$ cat src/rtl/bcd_adjust_if.sv
// Request/result bus for the decimal-adjust stage: ALU result and adjust hints in,
// corrected byte plus flags out, each side with its own valid/ready pair.
interface bcd_adjust_if;
    logic       in_valid;
    logic       in_ready;
    logic [7:0] res;
    logic       alu_c;
    logic       adj_lsd;
    logic       adj_msd;
    logic       sub;
    logic       dec;
    logic       out_valid;
    logic       out_ready;
    logic [7:0] OUT;
    logic       C;
    logic       N;
    logic       Z;

    modport master (
        output in_valid, res, alu_c, adj_lsd, adj_msd, sub, dec, out_ready,
        input  in_ready, out_valid, OUT, C, N, Z
    );

    modport slave (
        input  in_valid, res, alu_c, adj_lsd, adj_msd, sub, dec, out_ready,
        output in_ready, out_valid, OUT, C, N, Z
    );
endinterface

$ cat src/rtl/bcd_adjust.sv
// Decimal-adjusts an 8-bit ALU result (+/-0x06 low digit, +/-0x60 high digit).
// Latency: 1 cycle binary, 3 cycles decimal (2 with FAST); holds the result until out_ready.
module bcd_adjust #(
    parameter bit FAST = 1'b0
) (
    input  logic         clk,
    input  logic         RST_n,
    bcd_adjust_if.slave  bus
);

    typedef enum logic [2:0] {IDLE, LSD, MSD, ADJ, DONE} state_t;

    state_t     state, state_nxt;
    logic [7:0] work;
    logic       sub_r, adj_lsd_r, adj_msd_r;
    logic [7:0] lsd_val, msd_val, adj_val;
    logic       accept, load_out, c_nxt;
    logic [7:0] out_nxt;

    function automatic logic [7:0] step(input logic [7:0] v, input logic en,
                                        input logic s, input logic [7:0] k);
        if (!en)
            return v;
        return s ? (v - k) : (v + k);
    endfunction

    assign lsd_val = step(work, adj_lsd_r, sub_r, 8'h06);
    assign msd_val = step(work, adj_msd_r, sub_r, 8'h60);
    assign adj_val = step(lsd_val, adj_msd_r, sub_r, 8'h60);

    assign bus.in_ready  = (state == IDLE);
    assign bus.out_valid = (state == DONE);
    assign accept        = (state == IDLE) && bus.in_valid;

    always_comb begin
        state_nxt = state;
        load_out  = 1'b0;
        out_nxt   = work;
        c_nxt     = 1'b0;
        case (state)
            IDLE: begin
                if (bus.in_valid) begin
                    if (bus.dec) begin
                        state_nxt = FAST ? ADJ : LSD;
                    end else begin
                        // binary results bypass correction and go straight out
                        state_nxt = DONE;
                        load_out  = 1'b1;
                        out_nxt   = bus.res;
                        c_nxt     = bus.alu_c;
                    end
                end
            end
            LSD: state_nxt = MSD;
            MSD: begin
                state_nxt = DONE;
                load_out  = 1'b1;
                out_nxt   = msd_val;
                c_nxt     = adj_msd_r ^ sub_r;
            end
            ADJ: begin
                state_nxt = DONE;
                load_out  = 1'b1;
                out_nxt   = adj_val;
                c_nxt     = adj_msd_r ^ sub_r;
            end
            DONE: begin
                if (bus.out_ready)
                    state_nxt = IDLE;
            end
            default: state_nxt = IDLE;
        endcase
    end

    always_ff @(posedge clk or negedge RST_n) begin
        if (!RST_n) begin
            state     <= IDLE;
            work      <= 8'h00;
            sub_r     <= 1'b0;
            adj_lsd_r <= 1'b0;
            adj_msd_r <= 1'b0;
            bus.OUT   <= 8'h00;
            bus.C     <= 1'b0;
            bus.N     <= 1'b0;
            bus.Z     <= 1'b0;
        end else begin
            state <= state_nxt;
            if (accept) begin
                work      <= bus.res;
                sub_r     <= bus.sub;
                adj_lsd_r <= bus.adj_lsd;
                adj_msd_r <= bus.adj_msd;
            end else if (state == LSD) begin
                work <= lsd_val;
            end
            if (load_out) begin
                bus.OUT <= out_nxt;
                bus.C   <= c_nxt;
                bus.N   <= out_nxt[7];
                bus.Z   <= (out_nxt == 8'h00);
            end
        end
    end

endmodule

$ cat src/flat_wrapper.sv
// flat-port wrapper written by rule: the top's interface ports become plain ports
module bcd_adjust_flat 
#(
    parameter bit FAST = 1'b0
)
  (clk, RST_n, bus_in_valid, bus_res, bus_alu_c, bus_adj_lsd, bus_adj_msd, bus_sub, bus_dec, bus_out_ready, bus_in_ready, bus_out_valid, bus_OUT, bus_C, bus_N, bus_Z);
  bcd_adjust_if bus_i ();
  input  logic clk;
  input  logic RST_n;
  input wire logic [$bits(bus_i.in_valid)-1:0] bus_in_valid;
  input wire logic [$bits(bus_i.res)-1:0] bus_res;
  input wire logic [$bits(bus_i.alu_c)-1:0] bus_alu_c;
  input wire logic [$bits(bus_i.adj_lsd)-1:0] bus_adj_lsd;
  input wire logic [$bits(bus_i.adj_msd)-1:0] bus_adj_msd;
  input wire logic [$bits(bus_i.sub)-1:0] bus_sub;
  input wire logic [$bits(bus_i.dec)-1:0] bus_dec;
  input wire logic [$bits(bus_i.out_ready)-1:0] bus_out_ready;
  output wire logic [$bits(bus_i.in_ready)-1:0] bus_in_ready;
  output wire logic [$bits(bus_i.out_valid)-1:0] bus_out_valid;
  output wire logic [$bits(bus_i.OUT)-1:0] bus_OUT;
  output wire logic [$bits(bus_i.C)-1:0] bus_C;
  output wire logic [$bits(bus_i.N)-1:0] bus_N;
  output wire logic [$bits(bus_i.Z)-1:0] bus_Z;
  assign bus_i.in_valid = bus_in_valid;
  assign bus_i.res = bus_res;
  assign bus_i.alu_c = bus_alu_c;
  assign bus_i.adj_lsd = bus_adj_lsd;
  assign bus_i.adj_msd = bus_adj_msd;
  assign bus_i.sub = bus_sub;
  assign bus_i.dec = bus_dec;
  assign bus_i.out_ready = bus_out_ready;
  assign bus_in_ready = bus_i.in_ready;
  assign bus_out_valid = bus_i.out_valid;
  assign bus_OUT = bus_i.OUT;
  assign bus_C = bus_i.C;
  assign bus_N = bus_i.N;
  assign bus_Z = bus_i.Z;
  bcd_adjust #(.FAST(FAST)) u_core (.clk(clk), .RST_n(RST_n), .bus(bus_i));
endmodule
$ cat config.mk
export PLATFORM = sky130hd
export DESIGN_NAME = bcd_adjust_flat
export DESIGN_NICKNAME = d
export VERILOG_FILES = /design/src/rtl/bcd_adjust_if.sv /design/src/rtl/bcd_adjust.sv /design/src/flat_wrapper.sv
export SDC_FILE = /design/constraint.sdc
export NUM_CORES = 1
export LEC_CHECK = 0
export ABC_CLOCK_PERIOD_IN_PS = 5000
export CAP_MARGIN = 20
export CORE_ASPECT_RATIO = 1.75
export CORE_MARGIN = 8
export CORE_UTILIZATION = 43
export DETAILED_ROUTE_END_ITERATION = 12
export PLACE_DENSITY = 0.76
export SYNTH_ARGS = -nofsm -noshare
export SYNTH_HDL_FRONTEND = slang
export SYNTH_SLANG_ARGS = --single-unit
$ cat constraint.sdc
create_clock -name clk -period 5 [get_ports clk]
set_input_delay 0.75 -clock clk [delete_from_list [all_inputs] [get_ports clk]]
set_output_delay 0.75 -clock clk [all_outputs]
set_load 0.02 [all_outputs]
# Word level (Yosys, flattened, before mapping)
# Cells that the tools add are included.
[word_totals]
ff_bits = 25
input_bits = 17
word_cells = 49
[classes]
n_addsub = 6
eq_ne = 6
n_mux = 21
bitwise_logic = 1
reduce_logical = 6
[ops]
columns = ["op", "n"]
rows = [
  ["2-to-1 mux 8 bit", 10],
  ["case mux 8 bit (3 select lines)", 1],
  ["adder 8 x 7 -> 8 bit, second input constant", 2],
  ["subtractor 8 x 7 -> 8 bit, second input constant", 2],
  ["case mux 3 bit (4 select lines)", 1],
  ["2-to-1 mux 3 bit", 3],
  ["adder 8 x 3 -> 8 bit, second input constant", 1],
  ["zero test 8 bit", 1],
  ["subtractor 8 x 3 -> 8 bit, second input constant", 1],
  ["== test 3 x 2 -> 1 bit, second input constant", 2],
  ["2-to-1 mux 1 bit", 4],
  ["inequality test 2 bit, second input constant", 2],
  ["case mux 1 bit (2 select lines)", 2],
  ["== test 3 x 1 -> 1 bit, second input constant", 1],
  ["== test 3 bit, second input constant", 1],
  ["zero test 3 bit", 1],
  ["AND reduction 2 bit", 1],
  ["nonzero test 2 bit", 1],
  ["OR reduction 2 bit", 1],
  ["logical AND 1 bit", 1],
  ["XOR 1 bit", 1],
]

# Depth between registers and ports, before layout
[depth]
ltp_word = 8
ltp_mapped = 15
depth_no_buf = 14

# Worst setup path before layout
# OpenSTA, ideal clock, no wires.
[synth_path]
path_type = "register to register"
startpoint = "register u_core.sub_r"
endpoint = "register u_core.bus.Z"
setup_time_ns = 0.104
arrival_time_ns = 2.965
required_ns = 4.896
path_slack_ns = 1.931
stages_incl_launch_ff = 15
period_less_slack_ns = 3.069
path_cell_list = "dfrtp_1 -> buf_2 -> inv_1 -> ha_1 -> a211oi_1 -> o21ai_0 -> xnor2_1 -> nand2_1 -> o21ai_0 -> fa_1 -> xnor2_1 -> nand3_1 -> mux2i_1 -> nor2_1 -> o41ai_2"
[synth_via]
elab_chain_cells = 7
elab_cells_between_ends = 10
classes_between = "2 x add/sub; 7 x mux; 1 x reduce/logical"
[synth_lines]
columns = ["item", "line_no", "source"]
rows = [
  ["from (decl)", "bcd_adjust.sv:15", "logic sub_r, adj_lsd_r, adj_msd_r;"],
  ["from (signal assigned)", "bcd_adjust.sv:90", "sub_r <= bus.sub;"],
  ["2-to-1 mux 8 bit (2 in series)", "bcd_adjust.sv:24", "return s ? (v - k) : (v + k);"],
  ["adder 8 x 7 -> 8 bit or subtractor 8 x 7 -> 8 bit (tied branches)", "bcd_adjust.sv:24", ""],
  ["2-to-1 mux 8 bit (2 in series)", "bcd_adjust.sv:24", ""],
  ["case mux 8 bit (3 select lines) (*)", "bcd_adjust.sv:40", "case (state)"],
  ["zero test 8 bit (*)", "bcd_adjust.sv:100", "bus.Z <= (out_nxt == 8'h00);"],
  ["to (signal assigned)", "bcd_adjust.sv:100", ""],
  ["to (decl)", "bcd_adjust_if.sv:26", "output in_ready, out_valid, OUT, C, N, Z"],
]
# Every way passes the cells marked *; elsewhere a longest branch is shown, timed or not.
# A chain may end at the register's enable or synchronous reset.

# Worst setup path in the final report
# Ends and elaborated chain as after synthesis.

==> flow_summary.yaml <==
drt:
  drc: 0
  wire_per_inst_microns: 16.7
  viasPerCell: 5.77
  dr.pass1.iters: 4
  antenna_left: 0
  via_count: 1569
  drt_iter0_drc: 108
  drt_wl_total_microns: 4540
global_route:
  grt_pass1_vias: 1558
  grt_pass1_wl_microns: 7570
  track_usage_pct: 14.3
  grtUsageMet1_pct: 15.9
  grt_max_degree: 25
  grt_use_met3_pct: 1.65
  grt-ovfl-total: 0
  grt-busiest-layer: "met2"
  grt_use_met2_pct: 25.7
  grt_antenna_before_repair: 0
placed_design:
  dp_hpwl_microns: 3590
  placed_area_sq_mm: 0.00211
  gp_congestion: 0.930
  port_buffers: 29
setup_path:
  path_buf_inv: 1
  cp_slowest_stage_delay_ns: 0.70
  timing.rr.start: "u_core.sub_r"
  reg2reg_slack_ns: 1.60
  crit_family: "compound AO/OA/AOI/OAI gates"
  rr_worst_depth: 13
  crit_path_max_fanout: 13
  arrival_ns: 3.58
  startpoint_type: "flip-flop"
  crit_cells: 13
  slowest_stage: "dfrtp_1"
  cp-endpoint: "u_core.bus.Z"
  worstPathRequired_ns: 5.17
  cp-end-kind: "flip-flop"
  rr_endpoint: "u_core.bus.Z"
  path_cells: "inv_1 -> ha_1 -> a211oi_1 -> o21ai_0 -> xnor2_1 -> nand2_1 -> o21ai_0 -> fa_1 -> xnor2_1 -> nand3_1 -> mux2i_1 -> nor2_1 -> o41ai_2"
  crit_type: "flip-flop to flip-flop"
  cp-startpoint: "u_core.sub_r"
clocking:
  cts-buffers-inserted: 3
  cts_buffer_depth: 2
  htreeDepth: 1
  ctsHoldBuffers: 0
  cts_num_sinks: 24
  clockRootBuffer: "clkbuf_8"
  postCtsSetupBuffers: 0
  clk_pin_slew_ns: 0.09
  clock_latency_ns: 0.27
  postCtsResizedCells: 0
  cts_tree: "done"
logic_synthesis:
  synthTopCellsByArea: "dfrtp_1, o21ai_0, nand2_1"
  syn_area_sq_mm: 0.00181
  yosysTopAreaCellShare_pct: 33.2
  syn-instance-count: 201
  ys_seq_elements: 24
  yosysTopAreaCell: "dfrtp_1"
  synth_ff_type: "dfrtp_1"
  yosys_warnings: 0
  syn_avg_cell_area_sq_um: 9.01
  synthArstFlopShare_pct: 100
  yosysSeqAreaShare_pct: 33.2
  synthesis.nets: 227
  synth_edf_count: 0
  yosysUniqueCellTypes: 56
die:
  die_x_microns: 65.1
  dieArea_sq_mm: 0.00662
  initial_core_util_pct: 44.0
  rows: 31
  coreArea_sq_mm: 0.00411
  fp.dieH_microns: 102
  num_io_pins: 30
sta:
  setup_violations: 0
  min_period_over_period_pct: 68.1
  period_minus_slack_ns: 3.40
  final_max_slew_viol_count: 0
  slew_headroom_pct: 58.5
  skew_ns: 0.00603
  fin_tns_setup_ns: 0
  tightest_slew_ns: 0.618
  max_freq_mhz: 294
  hold_violations: 0
  rsz0062_at_grt: "false"
finish:
  syn2layout_area_growth_pct: 20.3
  layout_common_cells: "clkdlybuf4s50_1, dfrtp_1, nand2_1"
  fin_nets: 250
  diodes: 0
  final_common_cell: "clkdlybuf4s50_1"
  fin_area_sq_mm: 0.00218
  drive_above_1_share_pct: 11.2
hold_path:
  min_from: "u_core.bus.OUT[0]"
  whs_path_depth: 2
  min_path_type: "flip-flop to flip-flop"
power_and_ir_drop:
  power_density_mw_per_mm2: 686
  ir_worst_vdd_mv: 0.365
  p_total_mw: 1.49
  p_leak_nw: 0.922
run_status:
  outcome: "finished, final reports clean"
run:
  drv_cap: 0
## Yosys cell counts (all sizes together) (2+ instances only)
cell	n
dfrtp	24
nand2	21
o21ai	18
nor2	16
inv	14
a21oi	9
buf	9
ha	6
mux2i	6
xnor2	6
nor3	5
a211oi	4
a21o	4
a221o	4
a22oi	4
clkbuf	4
mux2	4
nand2b	4
nand3	4
and3	3
fa	3
a31oi	2
nor4	2
nor4b	2
o211ai	2
o31ai	2
o41ai	2
or3	2
## metrics by stage
step	utilization [%]	hold slack [ns]	setup slack (ns)	std cells
6_report	53.0	0.488	1.60	272
2_1_floorplan	-	0.454	1.93	201
4_1_cts	53.0	0.495	1.61	272
3_5_place_dp	51.2	0.474	1.64	268
5_1_grt	53.0	0.534	1.24	272
3_3_place_gp	51.2	0.460	1.78	268
## metal layers
| metal | up-vias | wire (microns) |
|---|---|---|
| met5 | - | 0 |
| li1 | 766 | - |
| met4 | 0 | 137 |
| met1 | 760 | 1860 |
| met3 | 11 | 175 |
| met2 | 32 | 2370 |
## state kept, by name (all words and copies together), names as in the netlist
signal	cells
u_core.adj_msd_r	1
u_core.bus.C	1
u_core.bus.OUT	8
u_core.sub_r	1
u_core.work	8
u_core.state	3
u_core.bus.Z	1
u_core.adj_lsd_r	1
## tightest hold or removal path, cell delays in order, from the launching register on
cell	delay, ns
dfrtp_1	0.35
nand2_1	0.05
o21ai_0	0.06
## report_power, final
group	leakage (nW)	switching, mW	total, mW	internal, mW
clock	0.0357	0.0653	0.172	0.107
sequential	0.299	0.134	0.411	0.277
combinational	0.588	0.490	0.911	0.421
total	0.922	0.689	1.49	0.805
## cell type report
class	count	area, sq um
clock buffer	3	41.3
clock inverter	1	30.0
fill	413	1930
inverter	14	52.6
multi-input combinational	150	1090
sequential	24	601
tap	49	61.3
timing repair buffer	31	305
## cell families after synthesis
kind of cell / count (synthesis) / share of synthesized area [%]
mux: 10 / 5.81
simple gates: 63 / 18.0
xor+xnor: 7 / 3.39
flops: 24 / 33.2
fa+ha+maj: 9 / 7.46
compound gates: 61 / 25.4
buf+inv: 27 / 6.77
## worst min-delay path by stage
stage | endpoint | slack (ns)
finish | u_core.bus.OUT[0] | 0.49
global placement | u_core.bus.OUT[3] | 0.46
CTS | u_core.bus.OUT[0] | 0.49
global route | u_core.bus.OUT[0] | 0.53
floorplan | u_core.adj_lsd_r | 0.45
detailed placement | u_core.bus.OUT[0] | 0.47
Power figures use the tool's default switching activity.
==> edit: new RTL, config.mk and constraints unchanged <==
Re-encode `state_t` (5 states) as one-hot, 5 bits wide.
--- a/src/rtl/bcd_adjust.sv
+++ b/src/rtl/bcd_adjust.sv
@@ -8,7 +8,7 @@
     bcd_adjust_if.slave  bus
 );
 
-    typedef enum logic [2:0] {IDLE, LSD, MSD, ADJ, DONE} state_t;
+    typedef enum logic [4:0] {IDLE = 5'b00001, LSD = 5'b00010, MSD = 5'b00100, ADJ = 5'b01000, DONE = 5'b10000} state_t;
 
     state_t     state, state_nxt;
     logic [7:0] work;
Function: no difference found for any inputs over 10 cycles, from zero or initial values and one cycle with RST_n low; not proved beyond that.
==> edit against the original RTL <==
- final cell count fell by 13%
- critical path type is now reg2out
- power shrank 22%
- area after synthesis decreased by 14%
- global-route usage fell by 0.97 points
- via count shrank 16%
- sequential cell count increased by 1
- hold slack lost 0.0034 ns
- largest cell class unchanged
- setup slack improved by 0.75 ns
- final area down 11%
- count of clock-buffer cells in the layout rose by 1
- wire length fell by 20%
==> edit: results (changes against the original RTL) <==
stage	metric	value	unit	change
status	outcome	finished clean		
global_route	met3 usage	1.07	%	-0.58 points
power	switching part of the total	44.0	%	-2.1 points
finish	comb_multi_in	127		-15%
finish	Non-CTS buffers	30		-3.2%
yosys	synth cell count leaders	nand2_1, dfrtp_1, nor2_1, o21ai_1		
power	Max IR drop VDD	0.309	mV	-15%
finish	largest registers in the final layout	u_core.bus.OUT x8, u_core.work x8, u_core.state x4		
setup_path	reg2reg path depth	7		-6
clock_network	clock sink count	25		+4.2%
detailed_routing	DR WL/cell	15.4	µm	-7.6%
yosys	Compound-Gate Fraction of Synth Area	19.4	%	-6.1 points
placed_design	Place WS	2.44	ns	+0.801 ns
yosys	Synth Area in XOR/XNOR	4.48	%	+1.1 points
finish	Area Growth Syn to Fin	23.8	%	
setup_path	CP arrival	1.91	ns	-1.67 ns
floorplanning	Tapcells	46		-6.1%
detailed_routing	met3 WL post-DR	128	µm	-27%
yosys	Seq/Total Area, Yosys	40.1	%	+6.9 points
global_route	met1 GRT Util	12.0	%	-3.9 points
setup_path	worst-path fanout max	8		-5
finish	fillers	344		-17%
power	Pleak	0.000823	µW	-11%
placed_design	DP Area	1860	µm²	-12%
yosys	Adder-Cell Fraction of Synth Area	7.36	%	-0.10 points
finish	CLK BUF	4		+1
finish	# nets final	216		-14%
finish	NonClk Buf Share	16.4	%	+2.4 points
-- edit: worst paths after layout --
| kind | start | to | slack (ns) |
|---|---|---|---|
| worst max-delay path | u_core.state[4]$_DFFE_PN0P_ | bus_out_valid | 2.34 |
| worst min-delay path | u_core.bus.Z$_DFFE_PN0P_ | u_core.bus.Z$_DFFE_PN0P_ | 0.48 |
| worst max register to register | u_core.sub_r$_DFFE_PN0P_ | u_core.work[7]$_DFFE_PN0P_ | 2.67 |
| worst min register to register | u_core.bus.Z$_DFFE_PN0P_ | u_core.bus.Z$_DFFE_PN0P_ | 0.48 |
| max in group asynchronous | RST_n | u_core.state[0]$_DFFE_PN1P_ | 3.77 |
| min in group asynchronous | RST_n | u_core.work[1]$_DFFE_PN0P_ | 0.74 |
-- edit: power groups by stage --
stage          Sequential, µW  Clock, µW  Combinational [µW]
2_1_floorplan             399          0                 455
3_3_place_gp              400          0                 619
3_5_place_dp              405          0                 650
4_1_cts                   401        121                 652
5_1_grt                   417        128                 725
6_report                  401        117                 646
